`src/rtl/adc_serial_emu_if.sv`:
```
// ============================================================================
// Module   : adc_serial_emu_if
// Purpose  : Ready/valid sample stream feeding the ADC serial emulator.
// Revision : 1.0 - initial release
// ============================================================================
`default_nettype none

interface adc_serial_emu_if #(
  parameter int DATA_W = 14
);
  logic [DATA_W-1:0] s_data;
  logic              s_valid;
  logic              s_ready;

  modport master (output s_data, output s_valid, input s_ready);
  modport slave  (input s_data, input s_valid, output s_ready);
endinterface

`default_nettype wire

```
`src/rtl/adc_serial_emu.sv`:
```
// ============================================================================
// Module   : adc_serial_emu
// Purpose  : 2-lane SDR serial ADC transmitter emulator (frame clock + d1/d0).
// Revision : 1.0 - initial release
// ============================================================================
`default_nettype none

module adc_serial_emu #(
  parameter int                DATA_W    = 14,
  parameter logic [DATA_W-1:0] RAMP_INIT = '0
) (
  input  wire logic              clk_200m,
  input  wire logic              cpu_resetn,
  input  wire logic              en,
  input  wire logic [1:0]        mode,
  input  wire logic [DATA_W-1:0] fixed_pattern,
  input  wire logic [2:0]        skew,
  adc_serial_emu_if.slave        stream,
  input  wire logic              underrun_clr,
  output logic                   fclk_o,
  output logic                   d0_o,
  output logic                   d1_o,
  output logic                   frame_start_o,
  output logic                   underrun_o
);

  localparam int WORD_W = DATA_W + 2;

  localparam logic [1:0] c_MODE_STREAM = 2'd0;
  localparam logic [1:0] c_MODE_FIXED  = 2'd1;
  localparam logic [1:0] c_MODE_RAMP   = 2'd2;
  localparam logic [1:0] c_MODE_CB     = 2'd3;

  localparam logic [DATA_W-1:0] c_CB_EVEN = {(DATA_W/2){2'b10}};
  localparam logic [DATA_W-1:0] c_CB_ODD  = {(DATA_W/2){2'b01}};
  localparam logic [DATA_W-1:0] c_ONE     = {{(DATA_W-1){1'b0}}, 1'b1};

  typedef enum logic [0:0] {
    ST_IDLE = 1'b0,
    ST_RUN  = 1'b1
  } state_t;

  state_t              r_state;
  logic [2:0]          r_k;
  logic [2:0]          r_skew;
  logic [WORD_W-1:0]   r_word;
  logic [DATA_W-1:0]   r_ramp;
  logic                r_cb_odd;
  logic [6:0]          r_sh1;
  logic [6:0]          r_sh0;

  logic                w_load;
  logic                w_next_run;
  logic [2:0]          w_k_next;
  logic [2:0]          w_skew_next;
  logic [DATA_W-1:0]   w_sample;
  logic [WORD_W-1:0]   w_word_next;
  logic                w_underrun_set;
  logic [3:0]          w_idx1;
  logic [3:0]          w_idx0;
  logic                w_u1;
  logic                w_u0;
  logic                w_d1;
  logic                w_d0;

  // A load only happens when another frame will follow, so a stream sample
  // is never consumed by a frame that is not transmitted.
  assign w_load         = en && ((r_state == ST_IDLE) || (r_k == 3'd7));
  assign w_next_run     = w_load || ((r_state == ST_RUN) && (r_k != 3'd7));
  assign stream.s_ready = w_load && (mode == c_MODE_STREAM);

  always_comb begin
    w_sample       = r_word[WORD_W-1:2];
    w_underrun_set = 1'b0;
    case (mode)
      c_MODE_STREAM: begin
        if (stream.s_valid) w_sample = stream.s_data;
        else                w_underrun_set = w_load;
      end
      c_MODE_FIXED: w_sample = fixed_pattern;
      c_MODE_RAMP:  w_sample = r_ramp;
      default:      w_sample = r_cb_odd ? c_CB_ODD : c_CB_EVEN;
    endcase
  end

  always_comb begin
    w_word_next = r_word;
    w_skew_next = r_skew;
    w_k_next    = 3'd0;
    if (w_load) begin
      w_word_next = {w_sample, 2'b00};
      w_skew_next = skew;
    end else if ((r_state == ST_RUN) && (r_k != 3'd7)) begin
      w_k_next = r_k + 3'd1;
    end
  end

  // Undelayed lane bits for the cycle about to be presented.
  assign w_idx1 = 4'd15 - {w_k_next, 1'b0};
  assign w_idx0 = 4'd14 - {w_k_next, 1'b0};
  assign w_u1   = w_word_next[w_idx1];
  assign w_u0   = w_word_next[w_idx0];

  // r_sh*[i] holds the undelayed bit from i cycles before the current one.
  always_comb begin
    w_d1 = 1'b0;
    w_d0 = 1'b0;
    if (w_next_run) begin
      if (w_skew_next == 3'd0) begin
        w_d1 = w_u1;
        w_d0 = w_u0;
      end else begin
        w_d1 = r_sh1[w_skew_next - 3'd1];
        w_d0 = r_sh0[w_skew_next - 3'd1];
      end
    end
  end

  always_ff @(posedge clk_200m or negedge cpu_resetn) begin
    if (!cpu_resetn) begin
      r_state       <= ST_IDLE;
      r_k           <= 3'd0;
      r_skew        <= 3'd0;
      r_word        <= '0;
      r_ramp        <= RAMP_INIT;
      r_cb_odd      <= 1'b0;
      r_sh1         <= '0;
      r_sh0         <= '0;
      fclk_o        <= 1'b0;
      d0_o          <= 1'b0;
      d1_o          <= 1'b0;
      frame_start_o <= 1'b0;
      underrun_o    <= 1'b0;
    end else begin
      r_state <= w_next_run ? ST_RUN : ST_IDLE;
      r_k     <= w_k_next;
      r_skew  <= w_skew_next;
      r_word  <= w_word_next;

      if (w_load && (mode == c_MODE_RAMP)) r_ramp <= r_ramp + c_ONE;
      if (w_load) r_cb_odd <= (mode == c_MODE_CB) ? ~r_cb_odd : 1'b0;

      // Leaving RUN flushes the delay line so the lanes drop to 0 at once.
      r_sh1 <= w_next_run ? {r_sh1[5:0], w_u1} : '0;
      r_sh0 <= w_next_run ? {r_sh0[5:0], w_u0} : '0;

      fclk_o        <= w_next_run && !w_k_next[2];
      frame_start_o <= w_next_run && (w_k_next == 3'd0);
      d1_o          <= w_d1;
      d0_o          <= w_d0;

      if (w_underrun_set)    underrun_o <= 1'b1;
      else if (underrun_clr) underrun_o <= 1'b0;
    end
  end

endmodule

`default_nettype wire

```
`src/flat_wrapper.sv`:
```
// flat-port wrapper written by rule: the top's interface ports become plain ports
module adc_serial_emu_flat 
#(
  parameter int                DATA_W    = 14,
  parameter logic [DATA_W-1:0] RAMP_INIT = '0
)
  (clk_200m, cpu_resetn, en, mode, fixed_pattern, skew, underrun_clr, fclk_o, d0_o, d1_o, frame_start_o, underrun_o, stream_s_data, stream_s_valid, stream_s_ready);
  adc_serial_emu_if #(.DATA_W(DATA_W)) stream_i ();
  input  wire logic clk_200m;
  input  wire logic cpu_resetn;
  input  wire logic en;
  input  wire logic [1:0] mode;
  input  wire logic [DATA_W-1:0] fixed_pattern;
  input  wire logic [2:0] skew;
  input  wire logic underrun_clr;
  output logic fclk_o;
  output logic d0_o;
  output logic d1_o;
  output logic frame_start_o;
  output logic underrun_o;
  input wire logic [$bits(stream_i.s_data)-1:0] stream_s_data;
  input wire logic [$bits(stream_i.s_valid)-1:0] stream_s_valid;
  output wire logic [$bits(stream_i.s_ready)-1:0] stream_s_ready;
  assign stream_i.s_data = stream_s_data;
  assign stream_i.s_valid = stream_s_valid;
  assign stream_s_ready = stream_i.s_ready;
  adc_serial_emu #(.DATA_W(DATA_W), .RAMP_INIT(RAMP_INIT)) u_core (.clk_200m(clk_200m), .cpu_resetn(cpu_resetn), .en(en), .mode(mode), .fixed_pattern(fixed_pattern), .skew(skew), .stream(stream_i), .underrun_clr(underrun_clr), .fclk_o(fclk_o), .d0_o(d0_o), .d1_o(d1_o), .frame_start_o(frame_start_o), .underrun_o(underrun_o));
endmodule
```
`config.mk`:
```
export PLATFORM = sky130hd
export DESIGN_NAME = adc_serial_emu_flat
export DESIGN_NICKNAME = d
export VERILOG_FILES = /design/src/rtl/adc_serial_emu_if.sv /design/src/rtl/adc_serial_emu.sv /design/src/flat_wrapper.sv
export SDC_FILE = /design/constraint.sdc
export NUM_CORES = 1
export LEC_CHECK = 0
export ABC_AREA = 1
export BUFFER_PORTS_ARGS = -buffer_cell sky130_fd_sc_hd__buf_2
export CORE_ASPECT_RATIO = 2
export CORE_MARGIN = 2
export CORE_UTILIZATION = 40
export CTS_BUF_LIST = sky130_fd_sc_hd__clkbuf_4
export DETAILED_ROUTE_END_ITERATION = 10
export GPL_ROUTABILITY_DRIVEN = 0
export GPL_TIMING_DRIVEN = 0
export PLACE_DENSITY = 0.58
export REMOVE_ABC_BUFFERS = 1
export SYNTH_ARGS = -nofsm -noshare
export SYNTH_HDL_FRONTEND = slang
export SYNTH_SLANG_ARGS = --single-unit
```
`constraint.sdc`:
```
create_clock -name clk_200m -period 3.3 [get_ports clk_200m]
set_clock_uncertainty 0.15 [all_clocks]
set_input_delay 0.825 -clock clk_200m [delete_from_list [all_inputs] [get_ports clk_200m]]
set_output_delay 0.825 -clock clk_200m [all_outputs]
set_load 0.1 [all_outputs]
```
======== Word level (Yosys, flattened, before mapping) ========
Cells that the tools add are included.
storage, ports and cells
  bits in registers ....................... 57
  input port bits ......................... 38
  output and inout port bits .............. 6
  word-level logic and storage cells ...... 68
operators by class
  add/sub/neg operators ................... 5
  $lt $le $gt $ge ......................... 3
  eq/ne operators ......................... 5
  muxes and demuxes ....................... 27
  bitwise logic cells ..................... 2
  reductions and logical operators ........ 13
operator list
  cell                   number
  $pmux 14 s3            1
  $mux 14                2
  $mux 16                1
  $add 14x1->14 const B  1
  $mux 1                 14
  $mux 7                 2
  $lt 4x5->1 const B     2
  $mux 3                 3
  $bmux 1 s4             2
  $sub 4x4->4 const A    2
  $bmux 1 s3             2
  $logic_and 1x1->1      6
  $logic_not 3->1        2
  $eq 2x2->1 const B     2
  $lt 3x4->1 const B     1
  $add 3x1->3 const B    1
  $eq 3x3->1 const B     1
  $ne 3x3->1 const B     1
  $sub 3x1->3 const B    1
  $eq 2x1->1 const B     1
  $logic_not 2->1        1
  $logic_or 1x1->1       2
  $not 1->1              2
  $reduce_bool 2->1      1
  $logic_not 1->1        1

======== Longest topological paths before layout ========
Gate-level depths: netlist (run 1).
  word-level depth ........................ 9
  depth in mapped cells ................... 18

======== Least setup slack after synthesis (run 1) ========
Ideal clock, no wire load.
  kind .................................... input port to output port
  start ................................... in en
  end ..................................... out stream_s_ready
  arrival time ............................ 3263 ps
  setup slack ............................. -938 ps
  stages on the path ...................... 4
  buffers on the path ..................... 2
  path through ............................ nand2_4 -> buf_6 -> buf_2 -> nor3_1
on the way
  cells in the longest elaborated chain, start to end .. 2
ends and longest elaborated chain
  item                line                  source
  start: declaration  flat_wrapper.sv:11    input wire logic en;
  $logic_and 1x1->1   adc_serial_emu.sv:68  assign w_load = en && ((r_state == ST_IDLE) || (r_k == 3'd7));
  $logic_and 1x1->1   adc_serial_emu.sv:70  assign stream.s_ready = w_load && (mode == c_MODE_STREAM);
  end: declaration    flat_wrapper.sv:23    output wire logic [$bits(stream_i.s_ready)-1:0] stream_s_ready;
Every way passes these cells.

======== Final worst setup path (run 1) ========
  start ................................... reg u_core.r_k[0]
  end ..................................... out stream_s_ready
on the way
  cells in the longest elaborated chain, start to end .. 4
ends and longest elaborated chain
  item                      line                   source
  start: declaration        adc_serial_emu.sv:44   logic [2:0] r_k;
  start signal: assignment  adc_serial_emu.sv:136  r_k <= w_k_next;
  $eq 3x3->1                adc_serial_emu.sv:68
  $logic_or 1x1->1          adc_serial_emu.sv:68
  $logic_and 1x1->1         adc_serial_emu.sv:68
  $logic_and 1x1->1         adc_serial_emu.sv:70
Every way passes these cells.

==> results.toml, run 1 <==
[sta]
maxSlewHeadroom_pct = 24.36
rsz0062_at_grt = "false"
setup_viol = 0
finalHoldViolCount = 0
worst_pin_slew_ns = 1.130
min_period_over_period_pct = 94.47
fmax_mhz = 320.8
hold-worst-slack_ns = 0.3172
fin_crit_ns = 3.117
slew_viol_final = 0

[detailed_routing]
routed_wl_um = 7073
vias = 2734
drtPass1Iterations = 4
drtAntennaViolNets = 0
via_per_inst = 4.666
drc = 0
wire_per_inst_um = 12.07
drt_iter0_markers = 172

[worst_setup_path]
critPathTopFamily = "simple AND/OR/NAND/NOR gates"
startpoint_type = "flop"
slowest_delay_ns = 0.41
criticalPathCategory = "flop to output pin"
worst_ep_arrival_time_ns = 2.14
reg2reg_depth = 17
reg2reg_from = "u_core.r_k[0]"
cp-end-kind = "output pin"
path_buf_inv = 2
cp_slowest_cell = "dfrtp_1"
worst-path-max-fanout = 21
worstPathRequired_ns = 2.32
reg2reg_slack_ns = 0.49
crit_chain = "ha_1 > ha_1 > inv_1 > nand2_4 > nand2_4 > nor3_1 > buf_4"
r2r-end = "u_core.d0_o"

[cts]
cts_buffer_depth = 2
postCtsSetupRepairBufs = 0
cts_root_buf = "clkbuf_4"
insertion_delay_ns = 0.39
clk_pin_slew_ns = 0.10
cts_num_sinks = 57
cts_tree = "done"
htreeDepth = 3
numCtsBuffers = 9

[placement]
dpl.cell_count = 569
port_buffers = 43
hpwlAfterDp_um = 5117

[final_layout]
final_nets = 526
fin_cells = 586
drive_gt1_share_pct = 14.31
fin_util_pct = 45.97
syn_to_final_growth_pct = 13.41

[synth]
yosys-top-cells-count = "141 x nand2_1, 71 x inv_1, 57 x dfrtp_1, 52 x nand3_1, 41 x nor2_1"
synth.distinct_cells = 30
avgSynthCellArea_um2 = 7.228
ys.flop_type = "dfrtp_1"
synth.most_common_cell = "nand2_1"
syn-cell-area_um2 = 3173
async_flop_share_pct = 100.0
netlist.area_leader.share_pct = 44.95
seq_area_frac_synth_pct = 44.95
synth_top_cell_by_area = "dfrtp_1"
yosys_warnings = 0
ys_ff_latch = 57
ys_top_cells_by_area = "dfrtp_1 45%, nand2_1 17%, inv_1 8.4%"
syn_inst = 439
synth_edf_count = 0

[power_and_ir_drop]
swShare_pct = 45.67
clockPowerShare_pct = 16.1
p_leak_uw = 0.002024
ir_drop_mv = 0.5376
p_int_uw = 1677
p_comb_share_pct = 48.8
p_switching_uw = 1409
p_total_uw = 3086
pwr-share-seq_pct = 35.1
cellPowerDensity_nw_per_um2 = 857.6

[global_route]
grt_max_degree = 58
grt_first_pass_wirelength_um = 12050
grt_use_total_pct = 18.42
antenna_found_initial = 1
grt-ovfl-total = 0
grt_pass1_vias = 2631

[floorplanning]
die_w_um = 66.98
die_h_um = 130.0
start_util_pct = 40.54
rows = 46
dieArea_um2 = 8704
core_region_area_um2 = 7828
io_pins = 44

[run_status]
status = "finished clean"

[min_path]
hold_path_class = "input port to asynchronous set/reset pin"

[job]
maxCapViolCount = 0
## per-layer routing
| metal | wire length, um | up-vias | track usage (%) |
|---|---|---|---|
| li1 | - | 1447 | - |
| met1 | 3392 | 1223 | 25.91 |
| met2 | 3230 | 56 | 27.47 |
| met3 | 328 | 8 | 3.793 |
| met4 | 121 | 0 | 7.803 |
| met5 | 0 | - | 0 |
## power groups by stage
stage	Clock, uW	Combinational, uW	Sequential, uW
6_report	497	1510	1080
2_1_floorplan	0	1020	1240
3_3_place_gp	0	1510	1100
3_5_place_dp	0	1520	1090
4_1_cts	517	1530	1080
5_1_grt	544	1760	1110
## sequential cells by signal, indices dropped and copies added, names as in the netlist
| name | flops |
|---|---|
| u_core.underrun_o | 1 |
| u_core.r_skew | 3 |
| u_core.d0_o | 1 |
| u_core.r_word | 16 |
| u_core.d1_o | 1 |
| u_core.fclk_o | 1 |
| u_core.r_state | 1 |
| u_core.r_sh1 | 7 |
| u_core.frame_start_o | 1 |
| u_core.r_sh0 | 7 |
| u_core.r_k | 3 |
| u_core.r_ramp | 14 |
| u_core.r_cb_odd | 1 |
## area by class of cell
cell class / count / area (um^2)
Fill cell: 850 / 4229
Tap cell: 96 / 120.1
Inverter: 73 / 274.0
Antenna cell: 1 / 2.502
Timing Repair Buffer: 43 / 220.2
Clock buffer: 10 / 75.07
Clock inverter: 6 / 58.81
Sequential cell: 57 / 1426
Multi-Input combinational cell: 300 / 1421
## stage by stage
step	worst slack, ns	setup TNS [ns]	area, um^2
4_1_cts	0.01500	0	3591
6_report	0.1825	0	3598
3_5_place_dp	0.2928	0	3457
3_3_place_gp	0.3063	0	3457
2_1_floorplan	-0.7385	-0.9398	3122
5_1_grt	0.01052	0	3598
## worst max-delay path by stage
stage / startpoint / endpoint / slack [ns] / depth (start not counted)
3_3_place_gp: mode[1] / u_core.d1_o / 0.31 / 12
5_1_grt: u_core.r_k[0] / stream_s_ready / 0.01 / 7
4_1_cts: u_core.r_k[0] / stream_s_ready / 0.02 / 7
6_report: u_core.r_k[0] / stream_s_ready / 0.18 / 7
2_1_floorplan: en / stream_s_ready / -0.74 / 2
3_5_place_dp: mode[1] / u_core.d1_o / 0.29 / 12
## cell families after synthesis
| logic type | after synthesis | synth area share, % |
|---|---|---|
| XOR/XNOR | 12 | 3.312 |
| AO/OA/AOI/OAI | 31 | 5.600 |
| buffers and inverters | 82 | 10.25 |
| AND/OR/NAND/NOR | 253 | 34.31 |
| flip-flops | 57 | 44.95 |
| adder cells (fa/ha/maj) | 4 | 1.577 |
## repair_timing
action,CTS,global route
endpoints found under the hold margin,0,0
gates resized for setup,0,2
setup endpoints to repair,0,1
hold buffers,0,0
## placed cells by master, fill, tap and decap left out, types with 2 or more instances in the layout
cell type | synthesis | routed
dfrtp_1 | 57 | 57
buf_4 | 1 | 2
o21ai_0 | 18 | 18
inv_2 | 2 | 2
inv_1 | 71 | 71
a21oi_1 | 8 | 8
nand4_1 | 3 | 3
and2_1 | 3 | 3
nand2_4 | 2 | 2
nor2_2 | 2 | 2
nor2_1 | 41 | 41
o211ai_1 | 3 | 3
nand3_1 | 52 | 52
xor2_1 | 7 | 7
clkbuf_4 | 0 | 10
clkinv_1 | 0 | 2
buf_2 | 5 | 41
nand2_1 | 141 | 141
nand2_2 | 2 | 2
xnor2_1 | 5 | 5
ha_1 | 4 | 4
No activity file was read; power rests on OpenSTA's default activity.
==> run 2, diff against run 1 <==
--- a/config.mk
+++ b/config.mk
@@ -14,7 +14,7 @@
 export DETAILED_ROUTE_END_ITERATION = 10
 export GPL_ROUTABILITY_DRIVEN = 0
 export GPL_TIMING_DRIVEN = 0
-export PLACE_DENSITY = 0.58
+export PLACE_DENSITY_LB_ADDON = 0.12
 export REMOVE_ABC_BUFFERS = 1
 export SYNTH_ARGS = -nofsm -noshare
 export SYNTH_HDL_FRONTEND = slang
==> results.toml, run 2 (same netlist as run 1, synthesis figures left out) <==
[detailed_routing]
vias = 2770
drc = 0
routed_wl_um = 7299
drtPass1Iterations = 4
drtAntennaViolNets = 0
wire_per_inst_um = 12.46
drt_iter0_markers = 146
via_per_inst = 4.727

[worst_setup_path]
worst-path-max-fanout = 21
worstPathRequired_ns = 2.32
criticalPathCategory = "flop to output pin"
cp-end-kind = "output pin"
worst_ep_arrival_time_ns = 2.10
startpoint_type = "flop"

[power_and_ir_drop]
swShare_pct = 46.76
ir_drop_mv = 0.5490
p_comb_share_pct = 50.2
p_int_uw = 1606
clockPowerShare_pct = 14.0
p_switching_uw = 1410
p_leak_uw = 0.002019
p_total_uw = 3016
cellPowerDensity_nw_per_um2 = 844.0
pwr-share-seq_pct = 35.8

[final_layout]
drive_gt1_share_pct = 14.31
fin_area_um2 = 3573
final_cell_mix = "141 x nand2_1, 71 x inv_1, 57 x dfrtp_1, 52 x nand3_1"
syn_to_final_growth_pct = 12.62
regMostFlops = "u_core.r_word"
fill_cells = 867
fin_cells = 586
final_nets = 526
reg_top3 = "u_core.r_word (16), u_core.r_ramp (14)"
largest_register_ff_count = 16
layout_commonest_cell = "nand2_1"

[cts]
clk_pin_slew_ns = 0.09
cts_num_sinks = 57
htreeDepth = 3
postCtsSetupRepairBufs = 0
cts_root_buf = "clkbuf_4"
insertion_delay_ns = 0.41
cts_buffer_depth = 2
cts_tree = "done"
numCtsBuffers = 9

[sta]
setup_slack_ns = 0.2240
rsz0062_at_grt = "false"
maxSlewHeadroom_pct = 29.88
fin_crit_ns = 3.076
min_period_over_period_pct = 93.21
fmax_mhz = 325.1
setup_tns_ns = 0
finalHoldViolCount = 0
slew_viol_final = 0
worst_pin_slew_ns = 1.048
setup_viol = 0

[placement]
dpl.cell_count = 569
placed_cell_area_um2 = 3457
port_buffers = 43
pre_cts_slack_ns = 0.2672
hpwlAfterDp_um = 5255

[min_path]
hold_path_class = "input port to asynchronous set/reset pin"

[floorplanning]
rows = 46
core_region_area_um2 = 7828
die_h_um = 130.0
io_pins = 44
start_util_pct = 40.54
die_w_um = 66.98
dieArea_um2 = 8704

[global_route]
grt-ovfl-total = 0
antenna_found_initial = 1
grt_pass1_vias = 2628
grt_max_degree = 58
grt_first_pass_wirelength_um = 12450
grt_use_total_pct = 19.23

[job]
maxCapViolCount = 0

[run_status]
status = "finished clean"
==> run 2: changes by cell type in the layout (fill, tap and decap cells not counted), sizes merged <==
| cell | delta |
|---|---|
| clkinvlp | -1 |
| clkbuf | +1 |
| bufinv | -1 |
| clkinv | +1 |
==> run 2: routing by layer <==
| layer | GRT usage (%) | vias to the layer above | share of wire (%) |
|---|---|---|---|
| met5 | 0 | - | 0 |
| met4 | 8.283 | 0 | 2.2 |
| met3 | 4.828 | 12 | 4.8 |
| met2 | 30.18 | 71 | 47 |
| met1 | 24.96 | 1237 | 46 |
| li1 | - | 1450 | - |
==> run 2: cell type report <==
class                   count  area [um^2]  share of cell area (%)
inverters                  73        274.0                   7.668
diodes                      1        2.502                 0.07003
repair buffers             43        224.0                   6.268
clock buffers              11        82.58                   2.311
flip-flops and latches     57         1426                   39.92
multi-input cells         300         1421                   39.78
clock inverters             5        22.52                  0.6303
well taps                  96        120.1                   3.361
==> run 2: path summary, 6_finish.rpt <==
path	slack [ns]	cells past startpoint	to	startpoint
min in group clk_200m	0.34	2	u_core.r_sh1[6]	u_core.r_sh1[5]
worst max register to register	0.52	15	u_core.d1_o	u_core.r_k[0]
worst min-delay path	0.31	1	u_core.r_ramp[11]	cpu_resetn
max in group asynchronous	2.17	1	u_core.r_state	cpu_resetn
worst max-delay path	0.22	7	stream_s_ready	u_core.r_k[0]
worst min register to register	0.34	2	u_core.r_sh1[6]	u_core.r_sh1[5]
==> run 2: power by group through the flow <==
stage | registers [uW] | logic, uW | clock network [uW]
after detailed placement | 1100 | 1530 | 0
after CTS | 1080 | 1540 | 438
final | 1080 | 1510 | 422
after global routing | 1110 | 1750 | 469
after global placement | 1090 | 1520 | 0
after floorplan | 1240 | 1020 | 0
==> run 2: stage by stage <==
| stage | utilization (%) | hold slack [ns] |
|---|---|---|
| CTS | 45.51 | 0.3460 |
| detailed placement | 44.17 | 0.3233 |
| global route | 45.65 | 0.3559 |
| finish | 45.65 | 0.3053 |
| global placement | 44.17 | 0.3118 |
| floorplan | - | 0.2947 |
==> run 2: repair_timing <==
action,in CTS,in global routing
hold buffers,0,0
setup endpoints to repair,0,1
gates resized for setup,0,3
==> run 2: worst max-delay path, cell delays in order, from the launching register on <==
cell	delay [ns]
dfrtp_1	0.40
ha_1	0.17
ha_1	0.15
inv_1	0.07
nand2_4	0.11
nand2_4	0.19
nor3_1	0.32
buf_6	0.28
==> run 3, diff against run 2 <==
--- a/config.mk
+++ b/config.mk
@@ -5,7 +5,6 @@
 export SDC_FILE = /design/constraint.sdc
 export NUM_CORES = 1
 export LEC_CHECK = 0
-export ABC_AREA = 1
 export BUFFER_PORTS_ARGS = -buffer_cell sky130_fd_sc_hd__buf_2
 export CORE_ASPECT_RATIO = 2
 export CORE_MARGIN = 2
@@ -15,7 +14,6 @@
 export GPL_ROUTABILITY_DRIVEN = 0
 export GPL_TIMING_DRIVEN = 0
 export PLACE_DENSITY_LB_ADDON = 0.12
-export REMOVE_ABC_BUFFERS = 1
 export SYNTH_ARGS = -nofsm -noshare
 export SYNTH_HDL_FRONTEND = slang
 export SYNTH_SLANG_ARGS = --single-unit
==> results.toml, run 3 <==
[final_layout]
final_cell_mix = "57 x dfrtp_1, 44 x buf_2, 31 x nand2_1, 25 x mux2_2, 16 x and2_1"
seq_area_um2 = 1426
fill_cells = 765
reg_top3 = "u_core.r_word (16), u_core.r_ramp (14)"
fin_cells = 442
layout_commonest_cell = "dfrtp_1"
drive_gt1_share_pct = 31.99
regMostFlops = "u_core.r_word"
largest_register_ff_count = 16
multi_input_area_um2 = 1614
final_nets = 386
fin_util_pct = 47.29
syn_to_final_growth_pct = 13.92

[synth]
synth_top_cell_by_area = "dfrtp_1"
async_flop_share_pct = 100.0
ys.flop_type = "dfrtp_1"
ys_top_cells_by_area = "dfrtp_1 45%, mux2_2 8.9%, mux2i_1 4.4%"
yosys_warnings = 0
synthAdderAreaFrac_pct = 1.586
netlist.area_leader.share_pct = 45.20
synth.most_common_cell = "dfrtp_1"
synth_top_family_by_area = "simple AND/OR/NAND/NOR gates"
yosys-top-cells-count = "57 x dfrtp_1, 31 x nand2_1, 25 x mux2_2, 16 x and2_1, 14 x mux2i_1"
synth_compound_area_share_pct = 12.85
seq_area_frac_synth_pct = 45.20
synth.distinct_cells = 53
avgSynthCellArea_um2 = 10.73
syn-cell-area_um2 = 3156
synth-simple-area-share_pct = 18.04
syn_inst = 294
synthMuxAreaShare_pct = 13.84
ys_ff_latch = 57
synth_edf_count = 0
synth_nets = 336
synth_xor_area_share_pct = 4.163

[cts]
insertion_delay_ns = 0.40
ctsResizeCount = 1
clk_pin_slew_ns = 0.09
cts_root_buf = "clkbuf_4"
cts_tree = "done"
cts_hold_buf = 0
numCtsBuffers = 9
postCtsSetupRepairBufs = 0
cts_num_sinks = 57
cts_buffer_depth = 2
htreeDepth = 3

[sta]
setup_viol = 0
min_period_over_period_pct = 96.28
setup_tns_ns = 0
finalHoldViolCount = 0
slew_viol_final = 0
rsz0062_at_grt = "true"
fmax_mhz = 314.8
maxSlewHeadroom_pct = 50.84
setup_slack_ns = 0.1229
worst_pin_slew_ns = 0.7374
fin_crit_ns = 3.177

[detailed_routing]
drtPass1Iterations = 5
drt_iter0_markers = 139
routed_wl_um = 7793
wire_per_inst_um = 17.63
drtAntennaViolNets = 0
vias = 2396
via_per_inst = 5.421
drc = 0

[power_and_ir_drop]
ir_drop_mv = 0.3415
cellPowerDensity_nw_per_um2 = 861.6
p_leak_uw = 0.001714

[worst_setup_path]
cp_slowest_cell = "dfrtp_1"
crit_chain = "ha_1 > ha_1 > nand2b_4 > buf_6 > nand2_4 > mux2i_2 > ha_2 > and3_1 > a22o_1 > a21oi_1 > a21oi_1 > a211oi_2"
cp-end-kind = "flop"
worst-path-max-fanout = 14
worst_ep_arrival_time_ns = 3.35
startpoint_type = "flop"
criticalPathCategory = "flop to flop"
reg2reg_depth = 12
slowest_delay_ns = 0.45
worstPathRequired_ns = 3.47

[run_status]
status = "finished clean"

[global_route]
grt_max_degree = 58
grt-ovfl-total = 0
grt_first_pass_wirelength_um = 12840
grt_pass1_vias = 2500
grt_use_total_pct = 20.58
antenna_found_initial = 1

[placement]
dpl.cell_count = 428
port_buffers = 40
pre_cts_slack_ns = -0.1574
hpwlAfterDp_um = 6032

[floorplanning]
dieArea_um2 = 8659
core_region_area_um2 = 7601
die_w_um = 66.81
start_util_pct = 41.51
io_pins = 44
die_h_um = 129.6
rows = 45

[job]
maxCapViolCount = 0

[min_path]
hold_path_class = "input port to asynchronous set/reset pin"
-- run 3: changes by cell type in the layout (fill, tap and decap cells not counted), moves of 10 or more --
cell	delta
mux2_2	+25
o221ai_1	+10
nand2_1	-110
o21ai_0	-11
and2_1	+13
inv_1	-62
nor2_1	-30
nand3_1	-41
mux2i_1	+13
-- run 3: path summary, 6_finish.rpt --
path,start,endpoint,slack (ns)
worst max-delay path,u_core.r_k[0],u_core.d0_o,0.12
worst min-delay path,cpu_resetn,u_core.r_skew[2],0.31
worst max register to register,u_core.r_k[0],u_core.d0_o,0.12
worst min register to register,u_core.r_ramp[13],u_core.r_ramp[13],0.33
max in group asynchronous,cpu_resetn,u_core.underrun_o,2.18
min in group clk_200m,u_core.r_ramp[13],u_core.r_ramp[13],0.33
-- run 3: worst max-delay path, delay by kind of cell (launching register included) --
kind            cells  cell delay (ns)
mux                 1             0.28
flops               1             0.45
compound gates      4             0.67
buf+inv             1             0.15
fa+ha+maj           3             0.77
simple gates        3             0.61
-- run 3: cell type report --
class / instances / area share [%]
repair buffers: 40 / 5.708
diodes: 1 / 0.06961
flip-flops and latches: 57 / 39.68
inverters: 12 / 1.253
clock inverters: 2 / 0.2088
well taps: 94 / 3.272
clock buffers: 12 / 2.506
multi-input cells: 210 / 44.90
plain buffers: 14 / 2.402
-- run 3: power by group --
part | total (uW) | switching, uW | internal (uW)
combinational | 1570 | 940 | 631
sequential | 1120 | 179 | 940
clock | 408 | 240 | 168
-- run 3: routing by layer --
metal	share of wire, %	global-route usage [%]	vias up
li1	-	-	1164
met3	3.3	4.688	10
met2	56	36.29	54
met5	0	0	-
met4	3.2	11.88	0
met1	37	21.76	1168
-- run 3: cell families (layout without fill, tap and decap cells) --
kind of cell               after synthesis  in the layout
xor gates and xnor gates                15             15
DFF                                     57             57
AOI/OAI and AO/OA                       52             52
and+or+nand+nor                         99             99
adders and majority gates                4              4
other                                    0              1
muxes                                   40             40
buffers and inverters                   27             80
-- run 3: per-stage QoR --
stage	cell area [um^2]	total power, uW	hold WS (ns)
final	3595	3097	0.3079
after global routing	3595	3338	0.3512
after CTS	3570	3098	0.3309
after detailed placement	3473	2672	0.3195
after global placement	3473	2659	0.3118
after floorplan	3156	2279	0.2946
